`config.mk`:
```
export PLATFORM = sky130hd
export DESIGN_NAME = ram_bus_cycle_sequencer
export DESIGN_NICKNAME = d
export VERILOG_FILES = /design/src/rtl/ram_exp_pkg.sv /design/src/rtl/ram_wait_counter.sv /design/src/rtl/ram_bus_cycle_sequencer.sv
export SDC_FILE = /design/constraint.sdc
export NUM_CORES = 1
export LEC_CHECK = 0
export BUFFER_PORTS_ARGS = -buffer_cell sky130_fd_sc_hd__buf_4
export CAP_MARGIN = 20
export CORE_MARGIN = 2
export CORE_UTILIZATION = 40
export CTS_BUF_LIST = sky130_fd_sc_hd__clkbuf_8
export CTS_CLUSTER_DIAMETER = 40
export DETAILED_ROUTE_END_ITERATION = 16
export PLACE_DENSITY = 0.68
export SETUP_SLACK_MARGIN = 0.05
export SLEW_MARGIN = 0
export SYNTH_ARGS = -nofsm -noshare
export SYNTH_HDL_FRONTEND = slang
export SYNTH_SLANG_ARGS = --single-unit
```
`constraint.sdc`:
```
create_clock -name clk -period 1.9 [get_ports clk]
set_clock_uncertainty 0.1 [all_clocks]
set_input_delay 0.19 -clock clk [delete_from_list [all_inputs] [get_ports clk]]
set_output_delay 0.19 -clock clk [all_outputs]
set_load 0.03 [all_outputs]
```
`src/rtl/ram_exp_pkg.sv`:
```
// Shared types and constants for the CPC expansion-RAM bus cycle sequencer.
//   cyc_type_e : externally visible bus cycle class encoding
//   state_e    : sequencer FSM states
//   BANK_CMD   : data[7:6] value of a bank-select OUT
//   MODE3_CODE : ramblock[2:0] value that selects mapping mode 3
package ram_exp_pkg;

    typedef enum logic [2:0] {
        CycIdle  = 3'd0,
        CycFetch = 3'd1,
        CycMrd   = 3'd2,
        CycMwr   = 3'd3,
        CycRfsh  = 3'd4,
        CycIowr  = 3'd5,
        CycIord  = 3'd6,
        CycInta  = 3'd7
    } cyc_type_e;

    typedef enum logic [3:0] {
        StIdle,
        StFetch,
        StMrd,
        StMwr,
        StRfsh,
        StIowr,
        StIord,
        StInta,
        StHold
    } state_e;

    localparam logic [1:0] BANK_CMD   = 2'b11;
    localparam logic [2:0] MODE3_CODE = 3'b011;

    // HOLD has no class of its own and reports as IDLE.
    function automatic cyc_type_e state_to_cyc(state_e st);
        cyc_type_e c;
        unique case (st)
            StFetch: c = CycFetch;
            StMrd:   c = CycMrd;
            StMwr:   c = CycMwr;
            StRfsh:  c = CycRfsh;
            StIowr:  c = CycIowr;
            StIord:  c = CycIord;
            StInta:  c = CycInta;
            default: c = CycIdle;
        endcase
        return c;
    endfunction

endpackage

```
`src/rtl/ram_wait_counter.sv`:
```
// Wait-state counter for expansion-RAM reads and fetches.
//   clk_i, rst_ni : bus clock, asynchronous active-low reset
//   load_i        : load LOAD_VAL (wins over clear)
//   clear_i       : drop the count to zero (cycle ended early)
//   ready_pull_o  : high while the count is non-zero
module ram_wait_counter #(
    parameter int unsigned LOAD_VAL = 0
) (
    input  logic clk_i,
    input  logic rst_ni,
    input  logic load_i,
    input  logic clear_i,
    output logic ready_pull_o
);

    // Two-bit counter: anything above 3 saturates.
    localparam logic [1:0] LoadVal = (LOAD_VAL > 3) ? 2'd3 : LOAD_VAL[1:0];

    logic [1:0] cnt_q, cnt_d;

    always_comb begin
        cnt_d = cnt_q;
        if (load_i) begin
            cnt_d = LoadVal;
        end else if (clear_i) begin
            cnt_d = 2'd0;
        end else if (cnt_q != 2'd0) begin
            cnt_d = cnt_q - 2'd1;
        end
    end

    always_ff @(posedge clk_i or negedge rst_ni) begin
        if (!rst_ni) begin
            cnt_q <= 2'd0;
        end else begin
            cnt_q <= cnt_d;
        end
    end

    assign ready_pull_o = (cnt_q != 2'd0);

endmodule

```
`src/rtl/ram_bus_cycle_sequencer.sv`:
```
// Follows each Z80 bus cycle on the CPC expansion port and classifies it. Supplies the RAM
// mapping logic with the bank-select register, mode-3 flag, latched A15 and write qualifier,
// and requests READY low for expansion-RAM wait states.
//   inputs  : Z80 strobes (mreq_b, iorq_b, rd_b, wr_b, m1_b, rfsh_b), adr15/adr14, data,
//             shadow_en/shadow_bank (DIP latch), exp_sel (mapping decode)
//   outputs : cyc_type, mwr_cyc, ramblock, mode3, adr15_lat, bank_wr, ready_pull
module ram_bus_cycle_sequencer #(
    parameter int unsigned EXP_WAIT     = 0,
    parameter bit          SHADOW_ALIAS = 1'b1
) (
    input  logic       clk,
    input  logic       reset_b,
    input  logic       mreq_b,
    input  logic       iorq_b,
    input  logic       rd_b,
    input  logic       wr_b,
    input  logic       m1_b,
    input  logic       rfsh_b,
    input  logic       adr15,
    input  logic       adr14,
    input  logic [7:0] data,
    input  logic       shadow_en,
    input  logic [2:0] shadow_bank,
    input  logic       exp_sel,
    output logic [2:0] cyc_type,
    output logic       mwr_cyc,
    output logic [5:0] ramblock,
    output logic       mode3,
    output logic       adr15_lat,
    output logic       bank_wr,
    output logic       ready_pull
);

    import ram_exp_pkg::*;

    // A14 takes part only in the downstream address decode.
    logic unused_adr14;
    assign unused_adr14 = adr14;

    state_e    state_q, state_d;
    cyc_type_e cyc_type_q, cyc_type_d;
    logic      armed_q, armed_d;     // an idle bus edge has been seen since reset
    logic      loaded_q, loaded_d;   // bank already loaded in this IO cycle
    logic      adr15_lat_q, adr15_lat_d;
    logic      mwr_cyc_q, mwr_cyc_d;
    logic [5:0] ramblock_q, ramblock_d;
    logic      mode3_q, mode3_d;
    logic      bank_wr_q, bank_wr_d;
    logic      bus_idle, new_class, wait_load;

    assign bus_idle = mreq_b & iorq_b;

    always_comb begin
        state_d     = state_q;
        armed_d     = armed_q | bus_idle;
        loaded_d    = loaded_q;
        adr15_lat_d = adr15_lat_q;
        mwr_cyc_d   = mwr_cyc_q;
        ramblock_d  = ramblock_q;
        mode3_d     = mode3_q;
        bank_wr_d   = 1'b0;

        unique case (state_q)
            StIdle: begin
                loaded_d = 1'b0;
                // After reset, wait for a clean idle edge so a cycle in flight is ignored.
                if (armed_q) begin
                    if (!mreq_b) begin
                        if (!rfsh_b)    state_d = StRfsh;
                        else if (!m1_b) state_d = StFetch;
                        else if (!rd_b) state_d = StMrd;
                        else            state_d = StMwr;
                    end else if (!iorq_b) begin
                        if (!m1_b)      state_d = StInta;
                        else if (!wr_b) state_d = StIowr;
                        else if (!rd_b) state_d = StIord;
                    end
                end
            end
            StIowr: begin
                if (bus_idle) state_d = StHold;
                if (!loaded_q && !wr_b && !adr15 && (data[7:6] == BANK_CMD)) begin
                    loaded_d  = 1'b1;
                    bank_wr_d = 1'b1;
                    mode3_d   = (data[2:0] == MODE3_CODE);
                    if (SHADOW_ALIAS && shadow_en && (data[5:3] == shadow_bank)) begin
                        ramblock_d = {data[5:4], 1'b0, data[2:0]};
                    end else begin
                        ramblock_d = data[5:0];
                    end
                end
            end
            StFetch, StMrd, StMwr, StRfsh, StIord, StInta: begin
                if (bus_idle) state_d = StHold;
            end
            StHold:  state_d = StIdle;
            default: state_d = StIdle;
        endcase

        new_class = (state_q == StIdle) && (state_d != StIdle);
        if (new_class) adr15_lat_d = adr15;

        if (new_class && (state_d == StMwr)) begin
            mwr_cyc_d = 1'b1;
        end else if (mreq_b) begin
            mwr_cyc_d = 1'b0;
        end

        wait_load  = new_class && exp_sel && ((state_d == StFetch) || (state_d == StMrd));
        cyc_type_d = state_to_cyc(state_d);
    end

    always_ff @(posedge clk or negedge reset_b) begin
        if (!reset_b) begin
            state_q     <= StIdle;
            cyc_type_q  <= CycIdle;
            armed_q     <= 1'b0;
            loaded_q    <= 1'b0;
            adr15_lat_q <= 1'b0;
            mwr_cyc_q   <= 1'b0;
            ramblock_q  <= 6'd0;
            mode3_q     <= 1'b0;
            bank_wr_q   <= 1'b0;
        end else begin
            state_q     <= state_d;
            cyc_type_q  <= cyc_type_d;
            armed_q     <= armed_d;
            loaded_q    <= loaded_d;
            adr15_lat_q <= adr15_lat_d;
            mwr_cyc_q   <= mwr_cyc_d;
            ramblock_q  <= ramblock_d;
            mode3_q     <= mode3_d;
            bank_wr_q   <= bank_wr_d;
        end
    end

    ram_wait_counter #(
        .LOAD_VAL(EXP_WAIT)
    ) u_wait_counter (
        .clk_i       (clk),
        .rst_ni      (reset_b),
        .load_i      (wait_load),
        .clear_i     (mreq_b),
        .ready_pull_o(ready_pull)
    );

    assign cyc_type  = cyc_type_q;
    assign mwr_cyc   = mwr_cyc_q;
    assign ramblock  = ramblock_q;
    assign mode3     = mode3_q;
    assign adr15_lat = adr15_lat_q;
    assign bank_wr   = bank_wr_q;

endmodule

```
* Yosys cells after proc, flatten, opt, wreduce, memory -nomap -nowiden *
Index checks and enable logic that the tools add are counted.

cells by class
  $add $sub $neg = 1
  equality and inequality tests = 18
  mux-type cells = 22
  bitwise gates (word level) = 2
  reductions and logical operators = 21

operators with widths
  cell                                                 number
  equality test 4 x 3 -> 1 bit, second input constant  8
  2-to-1 mux 4 bit                                     8
  case mux 3 bit (7 select lines)                      1
  equality test 4 x 2 -> 1 bit, second input constant  4
  equality test 4 x 1 -> 1 bit, second input constant  2
  logical AND 1 bit                                    8
  2-to-1 mux 2 bit                                     4
  case mux 4 bit (2 select lines)                      1
  OR reduction 7 bit                                   1
  2-to-1 mux 1 bit                                     6
  nonzero test 2 bit                                   3
  logical NOT 4 bit                                    1
  AND reduction 2 bit                                  2
  nonzero test 4 bit                                   1
  equality test 3 x 2 -> 1 bit, second input constant  1
  equality test 3 bit                                  1
  logical NOT 1 bit                                    3
  2-to-1 mux 3 bit                                     1
  nonzero test 3 bit                                   1
  equality test 2 bit, second input constant           1
  inequality test 2 bit, second input constant         1
  case mux 1 bit (2 select lines)                      1
  subtractor 2 x 1 -> 2 bit, second input constant     1
  bitwise AND 1 bit                                    1
  other kinds (2)                                      2

storage, ports and cells
  register bits after elaboration = 21
  input port bits = 23

* Longest topological paths before layout *
  word-level depth = 12
  gate-level depth with buffers = 6
  mapped depth without buffers = 5

* Cells and area by module *
Synthesis repeated with hierarchy kept, for this count alone.

second synthesis, totals
  cells, all modules = 91
  area total of the unflattened synthesis = 1,039.7 um^2

by module, submodules not included
  module                   times used  cells each  area an instance (um^2)  seq. area each (um^2)
  ram_bus_cycle_sequencer  1           81          910.9                    475.5
  ram_wait_counter         1           10          128.9                    50.0

* Worst setup path after synthesis *
Ideal clock, no wire load.

  path type = reg-to-reg
  from = register state_q[2]
  to = register u_wait_counter.cnt_q[0]
  setup time = 131 ps
  arrival = 1,353 ps
  data required time = 1,669 ps
  path slack = 316 ps
  cell stages (with the launch flop) = 6
  buffers on the path = 0
  period minus slack after synthesis = 1,584 ps
  cells stage by stage = dfrtp_1 -> nor4_4 -> nand2_1 -> o21ai_2 -> xor2_1 -> a211oi_1

on the way
  elaborated cells on any way between the ends = 26
  those cells by class = eq/ne (9); mux (9); reduce/logical (8)

RTL lines
  item                                                              RTL line                        RTL
  from (decl)                                                       ram_bus_cycle_sequencer.sv:40   state_e state_q, state_d;
  from (signal assigned)                                            ram_bus_cycle_sequencer.sv:115  state_q <= StIdle;
  from (signal assigned)                                            ram_bus_cycle_sequencer.sv:125  state_q <= state_d;
  equality test 4 x 1 -> 1 bit (tied with other cells)              ram_bus_cycle_sequencer.sv:63   unique case (state_q)
  OR reduction 7 bit (no line)                                      --
  case mux 4 bit (2 select lines) (*)                               ram_bus_cycle_sequencer.sv:63
  via state_d[0]                                                    ram_bus_cycle_sequencer.sv:40
  nonzero test 4 bit                                                ram_bus_cycle_sequencer.sv:100  new_class = (state_q == StIdle) && (state_d != StIdle);
  logical AND 1 bit                                                 ram_bus_cycle_sequencer.sv:100
  logical AND 1 bit                                                 ram_bus_cycle_sequencer.sv:109  wait_load = new_class && exp_sel && ((state_d == StFetch) || (state_d == StMrd));
  logical AND 1 bit (*)                                             ram_bus_cycle_sequencer.sv:109
  nonzero test 3 bit (no line) or 2-to-1 mux 2 bit (tied branches)  --
  to (signal assigned)                                              ram_wait_counter.sv:36          cnt_q <= cnt_d;
  to (decl)                                                         ram_wait_counter.sv:19          logic [1:0] cnt_q, cnt_d;

Mark *: on every way through the listed nets, which the timed path passes. The rest lies on a longest branch.
A chain may end at the register's enable or synchronous reset.

* Worst setup path in the final report *
  from = register state_q[2]
  to = register u_wait_counter.cnt_q[1]

Same word-level chain as after synthesis.

==> reports/results.tsv <==
stage	metric	value	unit
outcome	outcome	completed	
setup_path	worst_ep_required_time	1.93	ns
die	core_area	0.00243	mm2
clocking	post_cts_buffers	0	
yosys	synthTopCellsByArea	dfrtp_1 52%, mux2_2 5.6%, nand2_1 3.3%, o21ai_0 3.0%, inv_1 3.0%	
timing	hold_viol_final	0	
cells_and_area	layout_commonest_cell	buf_4	
grt	grt_busiest_layer	met2	
yosys	netlist.area_leader.share	51.9	%
setup_path	reg2reg_from	state_q[2]	
timing	period_minus_slack	1.71	ns
cells_and_area	antenna_cells	0	
grt	antenna_found_initial	0	
pwr	total_power	0.00177	W
detailed_routing	dr.pass1.iters	4	
pwr	ir_worst_vdd	0.702	mV
grt	met2_usage	26.3	%
yosys	syn_nets	113	
clocking	clockBufferDepth	2	
grt	grt.met1_usage	17.7	%
pwr	leakage	0.693	nW
timing	clock.fmax	0.586	GHz
die	dieArea	0.00295	mm2
timing	drv_slew	0	
setup_path	end_kind	register	
detailed_routing	vias	793	
yosys	syn_inst	89	
setup_path	path_class	reg2reg	
hold_path	holdCritStartpoint	adr15	
hold_path	worstHoldPathCells	2	
yosys	yosys_most_used_dff	dfrtp_1	
detailed_routing	drc	0	
timing	tns	0	ns
cells_and_area	fin_nets	155	
clocking	h-tree-depth	1	
setup_path	crit_start	state_q[2]	
clocking	clkLatencyLatePin	0.25	ns
yosys	ys_ff_latch	21	
clocking	root_buffer	clkbuf_8	
detailed_routing	finalWirelength	2000	um
clocking	clkTransAtPathRegs	0.07	ns
pwr	p_per_area	1270	mW/mm2
clocking	cts.sinks	21	
setup_path	crit_fanout	5	
place	gp_congestion	0.815	
yosys	ys_types	33	
yosys	synth_edf_count	0	
grt	grt_max_degree	22	
grt	grtUsageTotal	14.7	%
detailed_routing	viasPerCell	4.96	
yosys	avgSynthCellArea	11.4	um2
timing	rsz0062_at_grt	false	
detailed_routing	ant_nets	0	
die	placementRows	18	
flow_run	drv_cap	0	
grt	use_met3	1.64	%
detailed_routing	drtIter0Drc	14	
timing	fin_crit_sh	89.8	%
die	io_pins	37	
setup_path	worstSetupStartpointType	register	
die	die_y	54.3	um
die	die_x	54.3	um
detailed_routing	wire_per_inst	12.5	um
grt	grt_pass1_vias	709	
cells_and_area	drive_gt1_share	42.3	%
timing	tightestPinTransition	0.321	ns
hold_path	hold_path.class	in2reg	
setup_path	r2r_slack	0.19	ns
cells_and_area	mostFrequentLayoutCells	37 x buf_4, 21 x dfrtp_1, 9 x nand2_1, 8 x inv_1, 6 x o21ai_0	
yosys	yosysWarningCount	0	
timing	setup_viol	0	
clocking	numCtsBuffers	3	
hold_path	hold_path_end	adr15_lat	
place	dpl.hpwl	1580	um
grt	grt_pass1_wl	3120	um
yosys	synth.largest_area_cell	dfrtp_1	
die	start_util	41.7	%
yosys	synth_seq_area_share	51.9	%
yosys	synth_async_sr_flop_share	100	%
timing	slew_headroom	78.6	%
clocking	cts_tree	yes	
grt	grt_overflow	0	
cells_and_area	syn2layout_area_growth	36.8	%
setup_path	r2r_cells	5	
setup_path	worstReg2RegEnd	u_wait_counter.cnt_q[1]	
yosys	syn_area	0.00101	mm2
setup_path	cp.arrival	1.74	ns
place	port_buffers	35	
[through the flow]
stage / util, % / worst slack (ns) / std cells / area [um2] / hold WS (ns)
after global routing: 57.0 / 0.0755 / 160 / 1390 / 0.0702
after global placement: 54.0 / 0.246 / 154 / 1310 / -0.0175
after detailed placement: 54.0 / 0.205 / 154 / 1310 / -0.0145
after CTS: 56.3 / 0.198 / 159 / 1370 / 0.00785
final: 57.0 / 0.194 / 160 / 1390 / 0.0732
after floorplan: - / 0.316 / 89 / 1010 / -0.206
[Yosys cell counts, types with 2 or more instances]
| cell type | number |
|---|---|
| o21ai_0 | 6 |
| o211ai_1 | 2 |
| inv_1 | 8 |
| nand2_1 | 9 |
| a32o_1 | 2 |
| o21ai_2 | 2 |
| dfrtp_1 | 21 |
| xor2_1 | 3 |
| mux2_2 | 5 |
| nor3_1 | 4 |
| nor2_1 | 2 |
| a211oi_1 | 2 |
| a21oi_1 | 2 |
| nand3_1 | 2 |
[critical path, stage by stage, from the launching register on]
cell,delay (ns)
dfrtp_1,0.47
nor4_4,0.32
nand2_1,0.16
o21ai_4,0.23
xor2_1,0.21
a211oi_1,0.09
[metal layers]
metal  up-vias  wire length, um
met2        15             1100
met4         0               25
met5         -                0
met3         2               64
met1       375              814
li1        401                -
[worst max-delay path by stage]
stage	slack [ns]	end	depth (start not counted)
after floorplan	0.32	u_wait_counter.cnt_q[0]	5
after global placement	0.25	u_wait_counter.cnt_q[0]	5
after detailed placement	0.21	adr15_lat	5
after CTS	0.20	u_wait_counter.cnt_q[0]	5
after global routing	0.08	u_wait_counter.cnt_q[0]	5
final	0.19	u_wait_counter.cnt_q[1]	5
[registers in the layout (all words and copies together) (netlist names), 2 cells and up]
register              flops
state_q                   4
ramblock                  6
u_wait_counter.cnt_q      2
cyc_type                  3
[cells by family (layout without fill, tap and decap cells)]
group           Yosys count  after routing  synth area share [%]
mux                       6              6                  7.04
xor+xnor                  4              4                  3.46
fa+ha+maj                 1              1                  1.23
buf+inv                  10             51                  4.57
flops                    21             21                  51.9
compound gates           23             23                  17.9
simple gates             24             24                  14.0
[layout make-up]
class	count	area (um2)
clock buffer	3	41.3
clock inverter	1	5.00
fill	213	1050
inverter	8	30.0
multi-input combinational	58	449
sequential	21	526
tap	30	37.5
timing repair buffer	39	298
[power breakdown]
part           internal, W  leakage (nW)  switching [W]
clock             0.000146        0.0255       0.000137
combinational     0.000357         0.393       0.000447
sequential        0.000570         0.275       0.000108
[timing repair]
action / 4_1_cts / 5_1_grt
hold buffers: 1 / 1
hold endpoints to repair: 21 / 1
resized for setup: 0 / 1
setup endpoints to repair: 0 / 1
Note: power is estimated with default switching activity, not from simulation.
